<file path="config.mk">
export PLATFORM = sky130hd
export DESIGN_NAME = mem_access_master
export DESIGN_NICKNAME = d
export VERILOG_FILES = /design/src/rtl/mem_pkg.sv /design/src/rtl/mem_lane_align.sv /design/src/rtl/mem_access_master.sv
export SDC_FILE = /design/constraint.sdc
export NUM_CORES = 1
export LEC_CHECK = 0
export CAP_MARGIN = 20
export CORE_MARGIN = 2
export CORE_UTILIZATION = 51
export DETAILED_ROUTE_END_ITERATION = 8
export GPL_ROUTABILITY_DRIVEN = 0
export MAX_ROUTING_LAYER = met4
export PLACE_DENSITY = 0.86
export SLEW_MARGIN = 20
export SYNTH_ARGS = -nofsm -noshare
export SYNTH_HDL_FRONTEND = slang
export SYNTH_SLANG_ARGS = --single-unit
</file>
<file path="constraint.sdc">
create_clock -name clk -period 5.9 [get_ports clk]
set_clock_uncertainty 0.1 [all_clocks]
set_input_delay 0.885 -clock clk [delete_from_list [all_inputs] [get_ports clk]]
set_output_delay 0.885 -clock clk [all_outputs]
set_load 0.02 [all_outputs]
</file>
<file path="src/rtl/mem_pkg.sv">
// Shared encodings for the load/store initiator: access sizes and FSM states.
package mem_pkg;

    localparam logic [1:0] SIZE_B = 2'b00;
    localparam logic [1:0] SIZE_H = 2'b01;
    localparam logic [1:0] SIZE_W = 2'b10;

    typedef enum logic [2:0] {
        IDLE = 3'd0,
        RD   = 3'd1,
        WR   = 3'd2,
        RESP = 3'd3,
        ERR  = 3'd4
    } state_e;

endpackage

</file>
<file path="src/rtl/mem_lane_align.sv">
// Little-endian lane handling: load extract with sign/zero extension and
// sub-word store merge into a previously read word.
module mem_lane_align
    import mem_pkg::*;
(
    input  logic [31:0] rdata,
    input  logic [31:0] wdata,
    input  logic [1:0]  size,
    input  logic        uns,
    input  logic [1:0]  lane,
    output logic [31:0] load_data,
    output logic [31:0] store_word
);

    logic [7:0]  byte_v;
    logic [15:0] half_v;

    always_comb begin
        load_data  = rdata;
        store_word = wdata;
        byte_v     = 8'(rdata >> {lane, 3'b000});
        half_v     = lane[1] ? rdata[31:16] : rdata[15:0];
        case (size)
            SIZE_B: begin
                load_data  = uns ? {24'b0, byte_v} : {{24{byte_v[7]}}, byte_v};
                store_word = rdata;
                store_word[{lane, 3'b000} +: 8] = wdata[7:0];
            end
            SIZE_H: begin
                load_data  = uns ? {16'b0, half_v} : {{16{half_v[15]}}, half_v};
                store_word = rdata;
                if (lane[1]) begin
                    store_word[31:16] = wdata[15:0];
                end else begin
                    store_word[15:0] = wdata[15:0];
                end
            end
            default: begin
                load_data  = rdata;
                store_word = wdata;
            end
        endcase
    end

endmodule

</file>
<file path="src/rtl/mem_access_master.sv">
// Load/store initiator for a word-wide byte-addressed RAM; sub-word stores
// are done as read-modify-write, errors are caught before any RAM access.
module mem_access_master
    import mem_pkg::*;
#(
    parameter int unsigned MEM_SIZE = 8192
) (
    input  logic        clk,
    input  logic        rst_n,
    input  logic        req_valid,
    output logic        req_ready,
    input  logic        req_write,
    input  logic [1:0]  req_size,
    input  logic        req_unsigned,
    input  logic [31:0] req_addr,
    input  logic [31:0] req_wdata,
    output logic        resp_valid,
    output logic [31:0] resp_rdata,
    output logic        resp_error,
    output logic [31:0] mem_addr,
    output logic        mem_read,
    output logic        mem_write,
    output logic [31:0] mem_wdata,
    input  logic [31:0] mem_rdata
);

    state_e      state_q, state_d;
    logic        write_q, write_d;
    logic [1:0]  size_q, size_d;
    logic        uns_q, uns_d;
    logic [1:0]  lane_q, lane_d;
    logic [31:0] wdata_q, wdata_d;
    logic [31:0] mem_addr_q, mem_addr_d;
    logic [31:0] mem_wdata_q, mem_wdata_d;
    logic [31:0] resp_rdata_q, resp_rdata_d;
    logic        req_err;
    logic [31:0] load_data;
    logic [31:0] store_word;

    mem_lane_align u_align (
        .rdata      (mem_rdata),
        .wdata      (wdata_q),
        .size       (size_q),
        .uns        (uns_q),
        .lane       (lane_q),
        .load_data  (load_data),
        .store_word (store_word)
    );

    // Alignment, size and range check on the incoming request.
    always_comb begin
        req_err = 1'b0;
        case (req_size)
            SIZE_B:  req_err = 1'b0;
            SIZE_H:  req_err = req_addr[0];
            SIZE_W:  req_err = (req_addr[1:0] != 2'b00);
            default: req_err = 1'b1;
        endcase
        if (req_addr >= 32'(MEM_SIZE)) begin
            req_err = 1'b1;
        end
    end

    always_comb begin
        state_d      = state_q;
        write_d      = write_q;
        size_d       = size_q;
        uns_d        = uns_q;
        lane_d       = lane_q;
        wdata_d      = wdata_q;
        mem_addr_d   = mem_addr_q;
        mem_wdata_d  = mem_wdata_q;
        resp_rdata_d = 32'b0;
        case (state_q)
            IDLE: begin
                if (req_valid) begin
                    write_d     = req_write;
                    size_d      = req_size;
                    uns_d       = req_unsigned;
                    lane_d      = req_addr[1:0];
                    wdata_d     = req_wdata;
                    mem_addr_d  = {req_addr[31:2], 2'b00};
                    mem_wdata_d = req_wdata;
                    if (req_err) begin
                        state_d = ERR;
                    end else if (req_write && (req_size == SIZE_W)) begin
                        state_d = WR;
                    end else begin
                        state_d = RD;
                    end
                end
            end
            RD: begin
                // Word captured here feeds both the load result and the merge.
                mem_wdata_d  = store_word;
                resp_rdata_d = write_q ? 32'b0 : load_data;
                state_d      = write_q ? WR : RESP;
            end
            WR:      state_d = RESP;
            RESP:    state_d = IDLE;
            ERR:     state_d = IDLE;
            default: state_d = IDLE;
        endcase
    end

    always_ff @(posedge clk or negedge rst_n) begin
        if (!rst_n) begin
            state_q      <= IDLE;
            write_q      <= 1'b0;
            size_q       <= SIZE_B;
            uns_q        <= 1'b0;
            lane_q       <= 2'b00;
            wdata_q      <= 32'b0;
            mem_addr_q   <= 32'b0;
            mem_wdata_q  <= 32'b0;
            resp_rdata_q <= 32'b0;
        end else begin
            state_q      <= state_d;
            write_q      <= write_d;
            size_q       <= size_d;
            uns_q        <= uns_d;
            lane_q       <= lane_d;
            wdata_q      <= wdata_d;
            mem_addr_q   <= mem_addr_d;
            mem_wdata_q  <= mem_wdata_d;
            resp_rdata_q <= resp_rdata_d;
        end
    end

    assign req_ready  = (state_q == IDLE);
    assign mem_read   = (state_q == RD);
    assign mem_write  = (state_q == WR);
    assign resp_valid = (state_q == RESP) || (state_q == ERR);
    assign resp_error = (state_q == ERR);
    assign resp_rdata = resp_rdata_q;
    assign mem_addr   = mem_addr_q;
    assign mem_wdata  = mem_wdata_q;

endmodule

</file>
* After elaboration in Yosys (flattened, before gate mapping)
Cells that the tools add are included.
** Cells by class
- Add/subtract/negate cells :: 1
- Multipliers :: 0
- Div/mod/pow operators :: 0
- $lt $le $gt $ge :: 1
- Equal/unequal tests :: 8
- Shift-type cells :: 3
- Muxes and demuxes :: 19
- Bitwise operators :: 0
- Reductions and logical operators :: 9
** Operators with widths (number)
- case mux 32 bit (2 select lines) :: 3
- 2-to-1 mux 32 bit :: 5
- 2-to-1 mux 16 bit :: 3
- bitwise mux 32 bit :: 1
- greater-or-equal comparator 32 x 14 -> 1 bit, second input constant :: 1
- variable shift 8 x 7 -> 32 bit, first input constant :: 1
- indexed part select 8 x 7 -> 32 bit :: 1
- >> shifter 32 x 5 -> 8 bit :: 1
- case mux 3 bit (3 select lines) :: 1
- negation 5 -> 7 bit :: 1
- equality test 3 x 2 -> 1 bit, second input constant :: 2
- 2-to-1 mux 3 bit :: 2
- equality test 2 x 1 -> 1 bit, second input constant :: 2
- zero test 2 bit :: 2
- AND reduction 2 bit :: 2
- nonzero test 2 bit :: 2
- equality test 3 x 1 -> 1 bit, second input constant :: 1
- equality test 3 bit, second input constant :: 1
- zero test 3 bit :: 1
- case mux 1 bit (3 select lines) :: 1
- equality test 2 bit, second input constant :: 1
- 2-to-1 mux 1 bit :: 2
- 2-to-1 mux 2 bit :: 1
- != test 2 bit, second input constant :: 1
- 2 further kinds :: 2
** Word-level totals
- Register bits :: 135
- Bits in latches :: 0
- Memory bits (writable) :: 0
- Bits in read-only memories :: 0
- Bits of input ports :: 103
- Logic and storage cells :: 50
- Memories :: 0

* Logic depth before layout (Yosys ltp)
- Depth in word-level cells :: 6
- Gate-level depth with buffers :: 8
- Depth with buffers taken out :: 6

* By module
Synthesis repeated with hierarchy kept, for this count alone.
** Unflattened totals
- Cell total of the unflattened synthesis :: 708
- Area, all modules :: 7030.5 µm²
** Modules (own cells, without submodules)
- mem_access_master :: times used 1, cells each 428, area an instance 5092.4 µm², seq. area each 3378.2 µm²
- mem_lane_align :: times used 1, cells each 280, area an instance 1938.1 µm², seq. area each 0.0 µm²

* Worst setup path before layout
No wires, ideal clock.
- Path kind :: reg2reg
- Start :: register lane_q[0]
- End :: register mem_wdata_q[0], in the netlist mem_wdata[0]
- Setup time :: 67 ps
- Data arrival time :: 2381 ps
- Required time :: 5733 ps
- Slack :: 3352 ps
- Stages on the path, launching flop included :: 9
- Path buffers :: 2
- Cell sequence :: dfrtp_1 -> clkbuf_1 -> buf_2 -> inv_1 -> ha_1 -> nor4bb_1 -> nand2_1 -> a21oi_1 -> a221o_1
** On the way
- Word-level cells in the longest chain between the ends :: 5
- Elaborated cells on any way between the ends :: 6
- Those cells by class :: add/sub (1); shift (2); mux (3)
** Ends and longest elaborated chain
- start, declared :: RTL line mem_access_master.sv:31 : logic [1:0] lane_q, lane_d;
- start signal, assigned :: RTL line mem_access_master.sv:122 : lane_q <= lane_d;
- negation 5 -> 7 bit (*) :: RTL line mem_lane_align.sv:27 : store_word[{lane, 3'b000} +: 8] = wdata[7:0];
- indexed part select 8 x 7 -> 32 bit or variable shift 8 x 7 -> 32 bit (tied branches) :: RTL line mem_lane_align.sv:27
- bitwise mux 32 bit (*) :: RTL line mem_lane_align.sv:27
- case mux 32 bit (2 select lines) (*) :: RTL line mem_lane_align.sv:23 : case (size)
- case mux 32 bit (2 select lines) (*) :: RTL line mem_access_master.sv:74 : case (state_q)
- end signal, assigned :: RTL line mem_access_master.sv:125 : mem_wdata_q <= mem_wdata_d;
- end, declared :: RTL line mem_access_master.sv:34 : logic [31:0] mem_wdata_q, mem_wdata_d;
Mark *: on every way between the ends. The rest lies on a longest branch, timed or not.
A chain may end at the register's enable or synchronous reset.

* Final worst setup path
- Start :: register state_q[0]
- End :: output mem_read
** On the way
- Word-level cells in the longest chain between the ends :: 1
** Ends and longest elaborated chain
- start, declared :: RTL line mem_access_master.sv:27 : state_e state_q, state_d;
- start signal, assigned :: RTL line mem_access_master.sv:118 : state_q <= state_d;
- equality test 3 x 1 -> 1 bit :: RTL line mem_access_master.sv:131 : assign mem_read = (state_q == RD);
- end, declared :: RTL line mem_access_master.sv:21 : output logic mem_read,
Every way passes these cells.

==> flow_summary_export.csv <==
group,metric,value,unit
cts,cts_buffers,17,
die,die_w,119,µm
pwr,power.density,311,nW/µm²
hold_path,hp-class,"reg -> reg",
job,max-cap-violations,0,
die,start_util,0.529,
critical_path,critical-path-top-delay-family,"buffers and inverters",
layout,final_common_cell,"clkdlybuf4s50_1",
global_routing,globalRoute.totalOverflow,0,
synthesis,synth-seq-cells,135,
drt,antenna_left,0,
sta,max_freq,265,MHz
cts,postCtsSetupBuffers,0,
critical_path,crit_type,"reg -> out",
die,row_count,41,
sta,setup_viol,0,
layout,final_util,0.738,
synthesis,synth_edf_count,0,
global_routing,grt_start_max_net_pins,95,
cts,h-tree-depth,4,
layout,multi_input_area,3080,µm²
cts,ctsResizeCount,0,
placement,port_buffers,201,
synthesis,avgSynthCellArea,11.9,µm²
critical_path,critPathArrivalTime,2.79,ns
run_status,run_status,"complete, no violations",
pwr,switching_share,0.284,
cts,clock_path_buffers,2,
drt,wirelength,21200,µm
sta,tightest_slew,1.19,ns
layout,ff_latch_area,3380,µm²
synthesis,synthArstFlopShare,1.00,
layout,drive_gt1_frac,0.174,
critical_path,crit_buf_inv,2,
pwr,power_frac_clock,0.380,
pwr,cellLeakagePower,3.89,nW
pwr,sequentialPowerShare,0.390,
layout,final_cell_mix,"200 x clkdlybuf4s50_1, 134 x dfrtp_1, 68 x mux2_2",
sta,rsz0062_at_grt,"no",
sta,min_period,3.78,ns
layout,areaGrowthSynthToFinish,39.6,%
drt,vias_per_cell,6.55,
critical_path,critPathMaxStageDelay,0.87,ns
pwr,intPower,2.09,mW
cts,cts_tree,"built",
cts,clkLatencyLatePin,0.42,ns
synthesis,synth.yosys.warnings,0,
sta,drv_slew,0,
drt,remaining_drc_errors,0,
pwr,pwr-share-comb,0.230,
pwr,switchingPower,829,µW
die,core-area,12700,µm²
global_routing,grt_usage,0.313,
drt,wl_per_cell,22.9,µm
sta,hold_violations,0,
layout,final_cell_area,9390,µm²
cts,path_clk_slew,0.06,ns
critical_path,worst_setup_path_end_kind,"output pin",
synthesis,synth_cells,566,
die,num_io_pins,204,
synthesis,syn-cell-area,6730,µm²
critical_path,cp_data_required_time,4.91,ns
global_routing,antenna_found_initial,0,
synthesis,yosysSeqAreaShare,0.502,
drt,drt_iter0_drc,854,
pwr,ir_worst_vdd,178,µV
die,die_height,119,µm
cts,cts_hold_buf,0,
sta,finalSetupTns,0,ns
critical_path,start_kind,"flop",
cts,cts_sinks,135,
global_routing,grt_pass1_wl,33300,µm
layout,diodes,0,
global_routing,grt_pass1_vias,6295,
cts,clock-root-buffer,"clkbuf_16",
placement,hpwl,14700,µm
critical_path,slowest_stage,"or3b_1",
sta,maxSlewHeadroom,0.209,
placement,placed_area,8760,µm²
layout,fin_nets,850,
drt,dr.pass1.iters,8,
drt,via_count,6068,
die,die-area,14100,µm²
synthesis,yosys_most_used_dff,"dfrtp_1",
layout,fillers,879,
critical_path,cp_max_fo,32,
sta,period_share,0.640,
critical_path,crit_chain,"or3b_1 > inv_1 > clkdlybuf4s50_1",
synthesis,synth_cell_types,63,
[sequential cells by signal, summed over array words and instances (netlist names)]
signal / flops
lane_q: 2
uns_q: 1
mem_wdata: 32
size_q: 2
mem_addr: 30
state_q: 3
wdata_q: 32
resp_rdata: 32
write_q: 1
[worst paths after layout]
kind / startpoint / endpoint / slack [ns] / cells after the start
worst max-delay path: state_q[0] / mem_read / 2.12 / 3
min in group asynchronous: rst_n / mem_addr[9] / 0.42 / 1
worst max register to register: size_q[0] / mem_wdata[27] / 2.49 / 4
worst min-delay path: mem_addr[18] / mem_addr[18] / 0.39 / 1
max in group asynchronous: rst_n / mem_wdata[22] / 3.80 / 2
worst min register to register: mem_addr[18] / mem_addr[18] / 0.39 / 1
[stage by stage]
| stage | worst slack (ns) | instances | hold WS (ns) | power [mW] |
|---|---|---|---|---|
| 2_1_floorplan | 3.35 | 567 | 0.380 | 1.49 |
| 3_3_place_gp | 2.47 | 895 | 0.368 | 1.78 |
| 6_report | 2.12 | 926 | 0.391 | 2.92 |
| 3_5_place_dp | 2.38 | 895 | 0.379 | 1.81 |
| 4_1_cts | 2.11 | 926 | 0.395 | 2.92 |
| 5_1_grt | 2.04 | 926 | 0.418 | 3.02 |
[layout make-up]
cell class / count / area share
Timing Repair Buffer: 205 / 0.217
Sequential cell: 135 / 0.360
Tap cell: 172 / 0.0229
Clock buffer: 24 / 0.0545
Inverter: 14 / 0.00560
Multi-Input combinational cell: 369 / 0.328
Clock inverter: 7 / 0.0123
[synth_stat cells, types with 9 or more instances]
library cell  count  share of area
clkbuf_1         27          0.015
o221a_2           9          0.015
a21oi_1          16          0.012
nor2_1           24          0.013
o22ai_1          19          0.018
a21o_1           17          0.019
buf_2            16          0.012
nand2_1          24          0.013
a22o_1           14          0.018
a221o_1          13          0.019
inv_1            13         0.0073
dfrtp_1         135           0.50
a221oi_1         10          0.013
mux2_2           68           0.11
a211oi_1         15          0.017
a222oi_1         27          0.040
o21ai_0          36          0.027
[power by group through the flow]
stage                     Sequential, mW  Clock [mW]  Combinational, mW
final                               1.14        1.11              0.671
after global routing                1.15        1.16              0.712
after CTS                           1.13        1.12              0.666
after detailed placement            1.15           0              0.660
after global placement              1.14           0              0.642
after floorplan                     1.18           0              0.306
[kinds of logic after synthesis]
family | after synthesis | synth area share
AOI/OAI and AO/OA | 199 | 0.229
adders and majority gates | 5 | 0.00930
buffers and inverters | 63 | 0.0420
DFF | 135 | 0.502
muxes | 83 | 0.152
other | 1 | 0.000558
and+or+nand+nor | 80 | 0.0655
[routing by layer]
layer | up-vias | GRT usage | routed length, µm
met5 | - | - | 0
met4 | 0 | 0.154 | 947
met3 | 83 | 0.0790 | 2460
met2 | 444 | 0.490 | 9960
met1 | 2964 | 0.379 | 7810
li1 | 2577 | - | -
No activity file was read; power rests on OpenSTA's default activity.
==> patch, RTL diff (same settings) <==
Encoding of `state_e`: now Gray code (3 bits for 5 states).
--- a/src/rtl/mem_pkg.sv
+++ b/src/rtl/mem_pkg.sv
@@ -8,7 +8,7 @@
     typedef enum logic [2:0] {
-        IDLE = 3'd0,
-        RD   = 3'd1,
-        WR   = 3'd2,
-        RESP = 3'd3,
-        ERR  = 3'd4
+        IDLE = 3'b000,
+        RD   = 3'b001,
+        WR   = 3'b011,
+        RESP = 3'b010,
+        ERR  = 3'b110
     } state_e;
Behaviour: no difference found for any inputs over 4 cycles, from zero or initial values and one cycle with rst_n low; so few cycles prove little.
==> patch against the unedited design <==
Core utilization shrank 0.63 points; worst setup slack got worse by 0.33 ns; area after synthesis shrank 0.45%; hold slack got worse by 0.032 ns; first-iteration DRC count fell by 12%; critical endpoint unchanged; total power rose by 8.7%; die area down 0.44%; routed wire length grew 2.6%; sequential cell count unchanged; global-route usage is 1.3 points higher; design area fell by 0.85%.
==> patch: results (changes against the unedited design) <==
The run finished with clean final reports. The non-clock buffer total of the final layout came out at 208 (+1.5%). The run gives 56 (-11%) as the number of different library cells in the post-synthesis netlist. By count the netlist is led by sky130_fd_sc_hd__nand2_1, sky130_fd_sc_hd__dfrtp_1, sky130_fd_sc_hd__clkbuf_1. The maximum fanout count along the critical path was 25 (-22%).

The tools report the number of H-tree levels as 4 (unchanged). The clock network area share is 5.779% (-0.90 points). The non-clock inverter count in the final layout came out at 8 (-6). The number of multi-input combinational cells in the layout is 524 (+42%), and the quantity of I/O buffers inserted on ports is 201 (unchanged).

The logs give 32.58% (+1.3 points) for the total global routing track utilization and 6437 (+2.3%) for the number of global-route vias before repair. For the wire length of the first global-routing pass, the log shows 34670 um (+4.2%). The via density per instance was 5.967 (-8.9%); the maximum ir drop on the vdd rail was 0.0002289 V (+29%). The transition time of the tightest slew-check pin was 1.044 ns (-0.1425 ns); the leakage power of the design was 4.242 nW (+9.0%). The final-layout fill cell count was 960 (+9.2%); the fraction of the yosys area taken by sequential cells was 50.46% (+0.23 points). The net switching fraction of the power is 33.30% (+4.9 points).

The logs give 5 (-3) for the count of TritonRoute iterations in the first routing pass and 1047 (+17%) for the number of placed instances, taps included. The run gives 30.2% (+7.2 points) as the combinational share of power. The data-path buffer share of cell area in the final layout is 22.19% (+0.47 points), and the data arrival time of the critical path is 3.13 ns (+0.34 ns). The sequential fraction of total cell area is 36.29% (+0.30 points), and the chip width is 118.6 um (-0.22%). The cell with the largest stage delay on the worst path was sky130_fd_sc_hd__dfrtp_1.

Share of layout cells above drive strength 1: 7.182% (-10 points). The tools report the worst slack after detailed placement as 2.273 ns (-0.1077 ns). The run gives 21740 um (+2.6%) as the detailed-route wire length. The reg-to-reg setup timing slack was 2.80 ns (+0.31 ns). The worst hold-check slack was 0.3593 ns (-0.03219 ns); the longest individual stage delay on the worst path was 0.91 ns (+0.04 ns). The area used by multi-input combinational logic was 3083 um2 (+0.20%); the detailed-placement wirelength estimate was 14970 um (+1.7%).

In this run the critical register-to-register path is captured at resp_rdata[17]. For the pin count of the biggest net entering global routing, the log shows 71 (-25%). The power dissipated in the clock network is 0.968 mW (-13%), and the highest achievable clock rate is 243.2 MHz (-8.1%).

The violation count after the first detailed-route iteration is 750 (-12%). The proportion of cell area occupied by multi-input gates works out to 33.11% (+0.35 points).
[patch: cell types whose count changed after synthesis, moves of 16 or more]
cell	before	now
sky130_fd_sc_hd__nand2_1	24	254
sky130_fd_sc_hd__mux2_2	68	3
sky130_fd_sc_hd__a222oi_1	27	0
sky130_fd_sc_hd__o21ai_0	36	14
sky130_fd_sc_hd__mux2i_1	4	23
sky130_fd_sc_hd__a21o_1	17	1
[patch: cell families (layout without fill, tap and decap cells)]
family / after synthesis / count (layout) / synth area share, %
AOI/OAI and AO/OA: 156 / 156 / 17.57
adders and majority gates: 5 / 5 / 0.9344
buffers and inverters: 58 / 246 / 3.831
DFF: 135 / 135 / 50.46
muxes: 34 / 34 / 6.634
other: 1 / 2 / 0.05601
and+or+nand+nor: 327 / 327 / 20.52
[patch: layer usage]
layer	track usage, %	part of all wire, %	vias to the layer above
met2	49.25	46	409
met5	-	0	-
met1	42.39	41	3072
li1	-	-	2869
met4	14.29	3.4	0
met3	7.191	9.4	76
